**src/rtl/trap_ctrl.sv**
```systemverilog
// Machine-mode interrupt entry / MRET return sequencer. Decides when a pending
// interrupt or an MRET may redirect the pipeline and emits one-cycle CSR-update pulses.
module trap_ctrl (
   input  logic        clk,
   input  logic        rst,
   input  logic        timer_irq,
   input  logic        ext_irq,
   input  logic        csr_mie,
   input  logic        csr_mtie,
   input  logic        csr_meie,
   input  logic [31:0] csr_mtvec,
   input  logic [31:0] csr_mepc,
   input  logic [31:0] resume_pc,
   input  logic        pipe_stall,
   input  logic        mret_ex,
   output logic        trap_timer,
   output logic        trap_ext,
   output logic        redirect,
   output logic [31:0] redirect_pc,
   output logic        flush,
   output logic        mepc_we,
   output logic [31:0] mepc_wdata,
   output logic        mcause_we,
   output logic [31:0] mcause_wdata,
   output logic        mstatus_trap,
   output logic        mstatus_ret,
   output logic        busy
);

   typedef enum logic [2:0] {
      ST_IDLE   = 3'd0,
      ST_WAIT   = 3'd1,
      ST_TAKE   = 3'd2,
      ST_RET    = 3'd3,
      ST_SETTLE = 3'd4
   } state_t;

   localparam logic [31:0] CAUSE_EXT = 32'h8000_000B;
   localparam logic [31:0] CAUSE_TMR = 32'h8000_0007;

   state_t      state_r;
   logic        pend_ext_s;
   logic        pend_tmr_s;
   logic        pending_s;

   logic        trap_timer_r;
   logic        trap_ext_r;
   logic        redirect_r;
   logic [31:0] redirect_pc_r;
   logic        flush_r;
   logic        mepc_we_r;
   logic [31:0] mepc_wdata_r;
   logic        mcause_we_r;
   logic [31:0] mcause_wdata_r;
   logic        mstatus_trap_r;
   logic        mstatus_ret_r;
   logic        busy_r;

   // External interrupts outrank the timer when both are pending.
   function automatic logic [31:0] cause_of(input logic ext_sel);
      if (ext_sel) begin
         cause_of = CAUSE_EXT;
      end else begin
         cause_of = CAUSE_TMR;
      end
   endfunction

   // Qualify the raw interrupt lines with their enables.
   always_comb begin
      pend_ext_s = ext_irq & csr_meie & csr_mie;
      pend_tmr_s = timer_irq & csr_mtie & csr_mie;
      pending_s  = pend_ext_s | pend_tmr_s;
   end

   // Sequencer state and every output register; pulses are set on the edge entering their state.
   always_ff @(posedge clk) begin
      if (rst) begin
         state_r        <= ST_IDLE;
         trap_timer_r   <= 1'b0;
         trap_ext_r     <= 1'b0;
         redirect_r     <= 1'b0;
         redirect_pc_r  <= 32'h0000_0000;
         flush_r        <= 1'b0;
         mepc_we_r      <= 1'b0;
         mepc_wdata_r   <= 32'h0000_0000;
         mcause_we_r    <= 1'b0;
         mcause_wdata_r <= 32'h0000_0000;
         mstatus_trap_r <= 1'b0;
         mstatus_ret_r  <= 1'b0;
         busy_r         <= 1'b0;
      end else begin
         trap_timer_r   <= 1'b0;
         trap_ext_r     <= 1'b0;
         redirect_r     <= 1'b0;
         flush_r        <= 1'b0;
         mepc_we_r      <= 1'b0;
         mcause_we_r    <= 1'b0;
         mstatus_trap_r <= 1'b0;
         mstatus_ret_r  <= 1'b0;
         case (state_r)
            ST_IDLE: begin
               if (mret_ex && !pipe_stall) begin
                  state_r       <= ST_RET;
                  redirect_pc_r <= csr_mepc;
                  redirect_r    <= 1'b1;
                  flush_r       <= 1'b1;
                  mstatus_ret_r <= 1'b1;
                  busy_r        <= 1'b1;
               end else if (pending_s && !pipe_stall) begin
                  state_r        <= ST_TAKE;
                  redirect_pc_r  <= {csr_mtvec[31:2], 2'b00};
                  mepc_wdata_r   <= resume_pc;
                  mcause_wdata_r <= cause_of(pend_ext_s);
                  trap_ext_r     <= pend_ext_s;
                  trap_timer_r   <= ~pend_ext_s;
                  redirect_r     <= 1'b1;
                  flush_r        <= 1'b1;
                  mepc_we_r      <= 1'b1;
                  mcause_we_r    <= 1'b1;
                  mstatus_trap_r <= 1'b1;
                  busy_r         <= 1'b1;
               end else if (pending_s) begin
                  state_r <= ST_WAIT;
                  busy_r  <= 1'b1;
               end else begin
                  state_r <= ST_IDLE;
                  busy_r  <= 1'b0;
               end
            end
            ST_WAIT: begin
               // A withdrawn interrupt abandons the wait without any trap.
               if (!pending_s) begin
                  state_r <= ST_IDLE;
                  busy_r  <= 1'b0;
               end else if (!pipe_stall) begin
                  state_r        <= ST_TAKE;
                  redirect_pc_r  <= {csr_mtvec[31:2], 2'b00};
                  mepc_wdata_r   <= resume_pc;
                  mcause_wdata_r <= cause_of(pend_ext_s);
                  trap_ext_r     <= pend_ext_s;
                  trap_timer_r   <= ~pend_ext_s;
                  redirect_r     <= 1'b1;
                  flush_r        <= 1'b1;
                  mepc_we_r      <= 1'b1;
                  mcause_we_r    <= 1'b1;
                  mstatus_trap_r <= 1'b1;
                  busy_r         <= 1'b1;
               end else begin
                  state_r <= ST_WAIT;
                  busy_r  <= 1'b1;
               end
            end
            ST_TAKE: begin
               state_r <= ST_SETTLE;
               busy_r  <= 1'b1;
            end
            ST_RET: begin
               state_r <= ST_SETTLE;
               busy_r  <= 1'b1;
            end
            ST_SETTLE: begin
               state_r <= ST_IDLE;
               busy_r  <= 1'b0;
            end
            default: begin
               state_r <= ST_IDLE;
               busy_r  <= 1'b0;
            end
         endcase
      end
   end

   assign trap_timer   = trap_timer_r;
   assign trap_ext     = trap_ext_r;
   assign redirect     = redirect_r;
   assign redirect_pc  = redirect_pc_r;
   assign flush        = flush_r;
   assign mepc_we      = mepc_we_r;
   assign mepc_wdata   = mepc_wdata_r;
   assign mcause_we    = mcause_we_r;
   assign mcause_wdata = mcause_wdata_r;
   assign mstatus_trap = mstatus_trap_r;
   assign mstatus_ret  = mstatus_ret_r;
   assign busy         = busy_r;

endmodule

```
**config.mk**
```make
export PLATFORM = sky130hd
export DESIGN_NAME = trap_ctrl
export DESIGN_NICKNAME = d
export VERILOG_FILES = /design/src/rtl/trap_ctrl.sv
export SDC_FILE = /design/constraint.sdc
export NUM_CORES = 1
export LEC_CHECK = 0
export CAP_MARGIN = 20
export CORE_MARGIN = 3
export CORE_UTILIZATION = 36
export DETAILED_ROUTE_END_ITERATION = 7
export GPL_ROUTABILITY_DRIVEN = 1
export PLACE_DENSITY = 0.8
export SLEW_MARGIN = 30
export SYNTH_ARGS = -nofsm -noshare
export SYNTH_HDL_FRONTEND = slang
export SYNTH_SLANG_ARGS = --single-unit
```
**constraint.sdc**
```tcl
create_clock -name clk -period 2.1 [get_ports clk]
set_input_delay 0.42 -clock clk [delete_from_list [all_inputs] [get_ports clk]]
set_output_delay 0.42 -clock clk [all_outputs]
set_load 0.02 [all_outputs]
```
# After elaboration in Yosys (flattened, before gate mapping)

Cells that the tools add are included.

Equality and inequality tests: 8
Muxes and demuxes: 44
Bitwise operators: 7
Reduce and logical (&&, ||, !) cells: 9

Operators with widths:

| operator           | number |
|---|---|
| $mux 32            | 12 |
| $pmux 32 s2        | 3 |
| $mux 1             | 18 |
| $pmux 3 s3         | 1 |
| $mux 2             | 4 |
| $ne 2x2->1 const B | 4 |
| $pmux 1 s2         | 4 |
| $eq 3x2->1 const B | 2 |
| $reduce_and 5->1   | 1 |
| $and 1x1->1        | 4 |
| $mux 4             | 1 |
| $reduce_and 4->1   | 1 |
| $reduce_or 2->1    | 2 |
| $eq 3x1->1 const B | 1 |
| $logic_not 3->1    | 1 |
| $ne 3x3->1 const B | 1 |
| $pmux 1 s3         | 1 |
| $logic_and 1x1->1  | 2 |
| $not 1->1          | 2 |
| $reduce_bool 2->1  | 1 |
| $logic_not 1->1    | 1 |
| $or 1x1->1         | 1 |

Register bits after elaboration: 105
Output and inout bits: 105
Word-level logic and storage cells: 78

# Depth between registers and ports, before layout

Gate-level depths: netlist of the first run.

Depth after elaboration: 7
Depth in mapped cells: 6
Mapped depth without buffers: 4

# Least setup slack after synthesis of the first run

Ideal clock, no wire load.

Kind: input port to flip-flop
Start: in pipe_stall
End: reg mepc_wdata_r[25] (netlist: mepc_wdata[25])
Library setup time: 70 ps
Arrival time: 1,659 ps
Setup slack: 371 ps
Stages on the path: 6
Buffers on the path: 2
Path through: or3_1 > clkbuf_2 > nor4_4 > buf_6 > nand2_1 > a21oi_1

Longest elaborated chain between the ends: 4
Elaborated cells on any way between the ends: 7

Ends and longest elaborated chain:

| item                                 | line     | source |
|---|---|---|
| start: declaration                   | 14       | `input logic pipe_stall,` |
| $logic_not 1->1                      | n/a      |  |
| $logic_and 1x1->1 (on tied branches) | 109, 102 |  |
| $ne 2x2->1 (no line)                 | n/a      |  |
| $reduce_and 5->1 (no line) (*)       | n/a      |  |
| end signal: assignment               | 112      | `mepc_wdata_r <= resume_pc;` |
| end signal: assignment               | 138      | `mepc_wdata_r <= resume_pc;` |
| end: declaration                     | 52       | `logic [31:0] mepc_wdata_r;` |

Mark *: on every way between the ends. The rest lies on a longest branch, timed or not.
A chain may end at the register's enable or synchronous reset.

# Worst setup path in the final report of the first run

Start: in pipe_stall
End: reg mepc_wdata_r[22] (netlist: mepc_wdata[22])

Same word-level chain as after synthesis.

==> results of run 1 <==
==> cells by family (layout without fill, tap and decap cells) <==
group / Yosys count / count (layout) / synth area share, %
other: 1 / 27 / 0.116
AND/OR/NAND/NOR: 97 / 97 / 13.0
flip-flops: 76 / 76 / 47.2
AO/OA/AOI/OAI: 103 / 103 / 18.7
multiplexers: 30 / 30 / 9.31
buffers and inverters: 60 / 210 / 11.7
==> where the power goes <==
group	switching, W	internal (W)	total [W]
Clock	0.000516	0.000422	0.000938
Sequential	0.0000395	0.00152	0.00156
Combinational	0.000388	0.000421	0.000809
==> worst min-delay path by stage <==
stage | slack [ns] | endpoint | start
floorplan | 0.46 | state_r[0]$_SDFF_PP0_ | state_r[2]$_SDFF_PP0_
global placement | 0.44 | mepc_wdata[3]$_SDFFE_PP0P_ | mepc_wdata[3]$_SDFFE_PP0P_
detailed placement | 0.45 | mcause_wdata[3]$_SDFFE_PP0P_ | mcause_wdata[3]$_SDFFE_PP0P_
CTS | 0.41 | busy$_SDFF_PP0_ | rst
global route | 0.43 | busy$_SDFF_PP0_ | rst
finish | 0.43 | busy$_SDFF_PP0_ | rst
==> metrics by stage <==
| stage | TNS (ns) | hold slack (ns) | cells | util, % |
|---|---|---|---|---|
| global route | 0 | 0.428 | 648 | 61.7 |
| finish | 0 | 0.428 | 648 | 61.7 |
| floorplan | 0 | 0.460 | 393 | - |
| detailed placement | -0.0239 | 0.445 | 632 | 59.7 |
| global placement | 0 | 0.441 | 632 | 59.7 |
| CTS | 0 | 0.409 | 648 | 61.7 |
==> metal layers <==
metal  vias up  GRT usage [%]  wire length (µm)
met5         -              0                 0
met4         0           6.11               149
met3        12           6.09               943
met2       139           29.7              4410
met1      1378           19.4              3490
li1       1548              -                 -
==> Yosys cell counts, drive strengths merged <==
cell	instances	area share, %
nand3	1	0.16
a211oi	30	7.0
nand4	1	0.19
nor3	4	0.62
inv	1	0.12
a22o	1	0.27
a21oi	67	10
dfxtp	76	47
o31a	1	0.31
conb	1	0.12
nor3b	3	0.70
nand2	68	7.9
nand2b	1	0.19
nor4	3	1.0
buf	42	9.6
or2	1	0.19
nor2b	1	0.19
a22oi	1	0.23
mux2i	30	9.3
and2	1	0.23
clkbuf	17	2.0
o21ai	3	0.47
or3	1	0.19
nor2	12	1.4
==> worst min-delay path: cells and delay by family <==
kind / cells / cell delay, ns
AO/OA/AOI/OAI: 1 / 0.11
buffers and inverters: 1 / 0.12
AND/OR/NAND/NOR: 1 / 0.07
==> final cells by class <==
type                            count  share of cell area (%)
Timing Repair Buffer              193                    37.5
Tap cell                          105                    2.52
Multi-Input combinational cell    257                    27.6
Clock inverter                      7                   0.839
Clock buffer                        9                    2.37
Sequential cell                    76                    29.1
Inverter                            1                  0.0719
==> state kept, by name (all words and copies together) (netlist names) <==
name	count
busy	1
flush	1
mcause_wdata	3
mepc_wdata	32
mstatus_ret	1
mstatus_trap	1
redirect_pc	32
state_r	3
trap_ext	1
trap_timer	1
==> results.cfg, run 1 <==
[final_layout]
layout_common_cells = clkdlybuf4s50_1 (179), dfxtp_1 (76), nand2_1 (68)
final_area_um2 = 5220
drive_gt1_share_pct = 7.00
multiInputGateArea_um2 = 1440
regArea_um2 = 1520
antenna_cells = 0
nFillCells = 751
layout_commonest_cell = clkdlybuf4s50_1
area_growth_pct = 61.9
final_nets = 643

[setup_path]
start_kind = input pin
end_kind = flop
arrival_ns = 2.02
crit_path_max_incr_delay_ns = 0.41
worstPathBufferInverterCount = 2
rrSetupSlack_ns = 0.42
reg2reg_to = mepc_wdata[22]$_SDFFE_PP0P_
cp.depth = 6
criticalPathCategory = input pin to flop
timing.rr.start = state_r[1]$_SDFF_PP0_
crit_family = simple AND/OR/NAND/NOR gates
crit_path_max_fanout = 34
critPathLaunch = pipe_stall
path_cells = clkdlybuf4s50_1 -> or3_1 -> nor4_4 -> buf_12 -> nand2_1 -> a21oi_1
slowest_stage = clkdlybuf4s50_1
crit_required_ns = 2.34
endpoint = mepc_wdata[22]$_SDFFE_PP0P_
rr_worst_depth = 5

[logic_synthesis]
synth.cell_area_um2 = 3230
synth_cells = 367
ys_seq_area_share_pct = 47.2
ys_warn_count = 0
ys_ff_latch = 76
avgSynthCellArea_um2 = 8.79
yosysUniqueCellTypes = 28

[timing]
setup_viol = 0
skew_ns = 0.0103
rsz0062_at_grt = no
setup_slack_ns = 0.319
fin_crit_ns = 1.78
hold_viol = 0
fin_crit_sh_pct = 84.8
slew_viol_final = 0
max_freq_mhz = 562

[clock_network]
cts_made_buffers = 9
cts_tree = built
clk_pin_slew_ns = 0.08
post_cts_buffers = 0
cts_buffer_depth = 2
clock-sinks = 76
postCtsHoldBufs = 0
root_buffer = clkbuf_8
clkLatencyLatePin_ns = 0.33
cts_htree_levels = 3
cts-resized-gates = 0

[outcome]
status = finished clean

[drt]
dr.pass1.iters = 4
via_count = 3077
via_per_inst = 4.75
drc = 0
wl_per_cell_um = 13.9
drtIter0Drc = 88
ant_nets = 0
wl_um = 8990

[place]
place_area_um2 = 5050
io_buffers = 180
place_congestion = 0.837
place_ws_ns = -0.0131
place_hpwl_um = 6830

[power_and_ir_drop]
finalPower_w = 0.00331
p_per_area_nw_per_um2 = 633
leakage_nw = 1.87
worst_ir_drop_vdd_v = 0.000373

[floorplan]
ios = 210
initial_core_util_pct = 38.1
core_region_area_um2 = 8460
num_rows = 33
chipHeight_um = 101
die_x_um = 101
die_area_um2 = 10100

[grt]
gr-total-overflow = 0
grt_pass1_vias = 3038
grt_max_degree = 41
antenna_found_initial = 0
track_usage_pct = 17.2
grt_pass1_wl_um = 14100

[worst_hold_path]
hold_class = input pin to flop
hold_depth = 3

[flow_run]
drv_cap = 0
(Power assumes the default switching activity.)
==> inputs of run 2 (changes only) <==
--- a/config.mk
+++ b/config.mk
@@ -7,10 +7,10 @@
 export LEC_CHECK = 0
 export CAP_MARGIN = 20
 export CORE_MARGIN = 3
-export CORE_UTILIZATION = 36
+export CORE_UTILIZATION = 33
 export DETAILED_ROUTE_END_ITERATION = 7
 export GPL_ROUTABILITY_DRIVEN = 1
-export PLACE_DENSITY = 0.8
+export PLACE_DENSITY = 0.77
 export SLEW_MARGIN = 30
 export SYNTH_ARGS = -nofsm -noshare
 export SYNTH_HDL_FRONTEND = slang
==> constraint.sdc (replaced) <==
create_clock -name clk -period 1.6 [get_ports clk]
set_input_delay 0.32 -clock clk [delete_from_list [all_inputs] [get_ports clk]]
set_output_delay 0.32 -clock clk [all_outputs]
set_load 0.02 [all_outputs]
==> run 2 against run 1 <==
Worst hold slack worse by 0.12 ns; setup slack worse by 0.29 ns; sequential share of layout area down 0.82 points; clock skew up 0.0037 ns; sequential power up 31%.
==> results.cfg, run 2 (synthesis results as in run 1) <==
[final_layout]
nFillCells = 891
layout_common_cells = clkdlybuf4s50_1 (96), dlygate4sd2_1 (76), dfxtp_1 (75)
antenna_cells = 0
area_growth_pct = 67.0
regArea_um2 = 1530
stdcell_count = 683
layout_commonest_cell = clkdlybuf4s50_1
final_nets = 654
drive_gt1_share_pct = 10.5
multiInputGateArea_um2 = 1470

[drt]
dr.pass1.iters = 4
drtIter0Drc = 60
ant_nets = 0
via_per_inst = 4.66
wl_per_cell_um = 13.9
drc = 0
wl_um = 9510
via_count = 3181

[setup_path]
reg2reg_to = mepc_wdata[20]$_SDFFE_PP0P_
rrSetupSlack_ns = 0.03
criticalPathCategory = flop to flop
crit_path_max_fanout = 8
rr_worst_depth = 6
worstPathBufferInverterCount = 2
cp.depth = 6
crit_path_max_incr_delay_ns = 0.39
timing.rr.start = state_r[1]$_SDFF_PP0_
crit_required_ns = 1.86
path_cells = or3_4 -> nor4_4 -> buf_4 -> bufbuf_16 -> nand2_1 -> a21oi_1
arrival_ns = 1.83
start_kind = flop
crit_family = simple AND/OR/NAND/NOR gates
slowest_stage = or3_4
end_kind = flop

[timing]
setup_slack_ns = 0.0266
hold_viol = 0
slew_viol_final = 0
whs_ns = 0.304
fin_crit_ns = 1.57
max_freq_mhz = 636
fin_crit_sh_pct = 98.3
rsz0062_at_grt = yes
setup_viol = 0
skew_ns = 0.0141

[power_and_ir_drop]
p_clk_share_pct = 34.3
finalPower_w = 0.00468
worst_ir_drop_vdd_v = 0.000592
p_int_w = 0.00339
p_per_area_nw_per_um2 = 869
pwr-share-seq_pct = 43.6
p_comb_share_pct = 22.0
sw_frac_of_total_pct = 27.7
leakage_nw = 2.39
p_sw_w = 0.00130

[floorplan]
chipHeight_um = 105
die_x_um = 105
ios = 210
core_region_area_um2 = 9370
initial_core_util_pct = 34.4
num_rows = 35
die_area_um2 = 11000

[grt]
gr-total-overflow = 0
grt_pass1_wl_um = 15000
antenna_found_initial = 0
grt_max_degree = 39
grt_pass1_vias = 3074
track_usage_pct = 16.7

[flow_run]
drv_cap = 0

[place]
dp_cells = 663
place_hpwl_um = 7130
place_congestion = 0.805
io_buffers = 180
place_ws_ns = -0.457

[clock_network]
root_buffer = clkbuf_8
clock-sinks = 76
cts_buffer_depth = 2
cts_htree_levels = 3
cts_made_buffers = 9
cts_tree = built
clk_pin_slew_ns = 0.09
clkLatencyLatePin_ns = 0.33

[outcome]
status = finished clean

[worst_hold_path]
hold_class = input pin to flop
hp-start = rst
whs_endpoint = busy$_SDFF_PP0_
hold_depth = 3
run 2: repair_timing:
item	CTS	global route
resized for setup	80	13
endpoints found under the setup margin	124	71
gates cloned	2	0
hold buffers	0	0
setup buffers	3	0
pin swaps	2	0
run 2: power by group through the flow:
stage | combinational [W] | sequential, W | clock (W)
6_report | 0.00103 | 0.00204 | 0.00161
5_1_grt | 0.00111 | 0.00206 | 0.00173
4_1_cts | 0.00105 | 0.00204 | 0.00166
3_5_place_dp | 0.00109 | 0.00209 | 0
3_3_place_gp | 0.00107 | 0.00209 | 0
2_1_floorplan | 0.000436 | 0.00221 | 0
run 2: final cells by class:
class,count,share of cell area [%]
timing repair buffer,204,37.1
sequential,76,28.3
multi-input combinational,257,27.4
tap,129,3.00
clock buffer,9,2.30
clock inverter,7,1.84
inverter,1,0.0697
run 2: through the flow:
stage                     util [%]  setup TNS (ns)  instance area [µm²]
final                         57.5               0                 5390
after global routing          57.5          -0.342                 5390
after CTS                     57.4               0                 5380
after detailed placement      54.8          -26.74                 5140
after global placement        54.8          -23.79                 5140
after floorplan                  -           -1.99                 3330
run 2: how the worst max path moves through the flow:
stage | startpoint | endpoint | slack, ns
2_1_floorplan | state_r[1]$_SDFF_PP0_ | mepc_wdata[25]$_SDFFE_PP0P_ | -0.07
3_3_place_gp | pipe_stall | redirect_pc[23]$_SDFFE_PP0P_ | -0.45
3_5_place_dp | pipe_stall | redirect_pc[23]$_SDFFE_PP0P_ | -0.46
4_1_cts | mepc_wdata[18]$_SDFFE_PP0P_ | mepc_wdata[18] | 0.001
5_1_grt | state_r[1]$_SDFF_PP0_ | mepc_wdata[20]$_SDFFE_PP0P_ | -0.05
6_report | state_r[1]$_SDFF_PP0_ | mepc_wdata[20]$_SDFFE_PP0P_ | 0.03
run 2: layer usage:
metal	vias up	GRT usage (%)	wire, µm	part of all wire [%]
met3	7	5.87	879	9.2
li1	1577	-	-	-
met2	140	30.3	4820	51
met4	0	4.59	89	0.94
met5	-	0	0	0
met1	1457	18.2	3720	39
run 2: tightest hold or removal path, delay by kind of cell:
| kind | cells | cell delay [ns] |
|---|---|---|
| buf+inv | 1 | 0.11 |
| simple gates | 1 | 0.06 |
| compound gates | 1 | 0.11 |
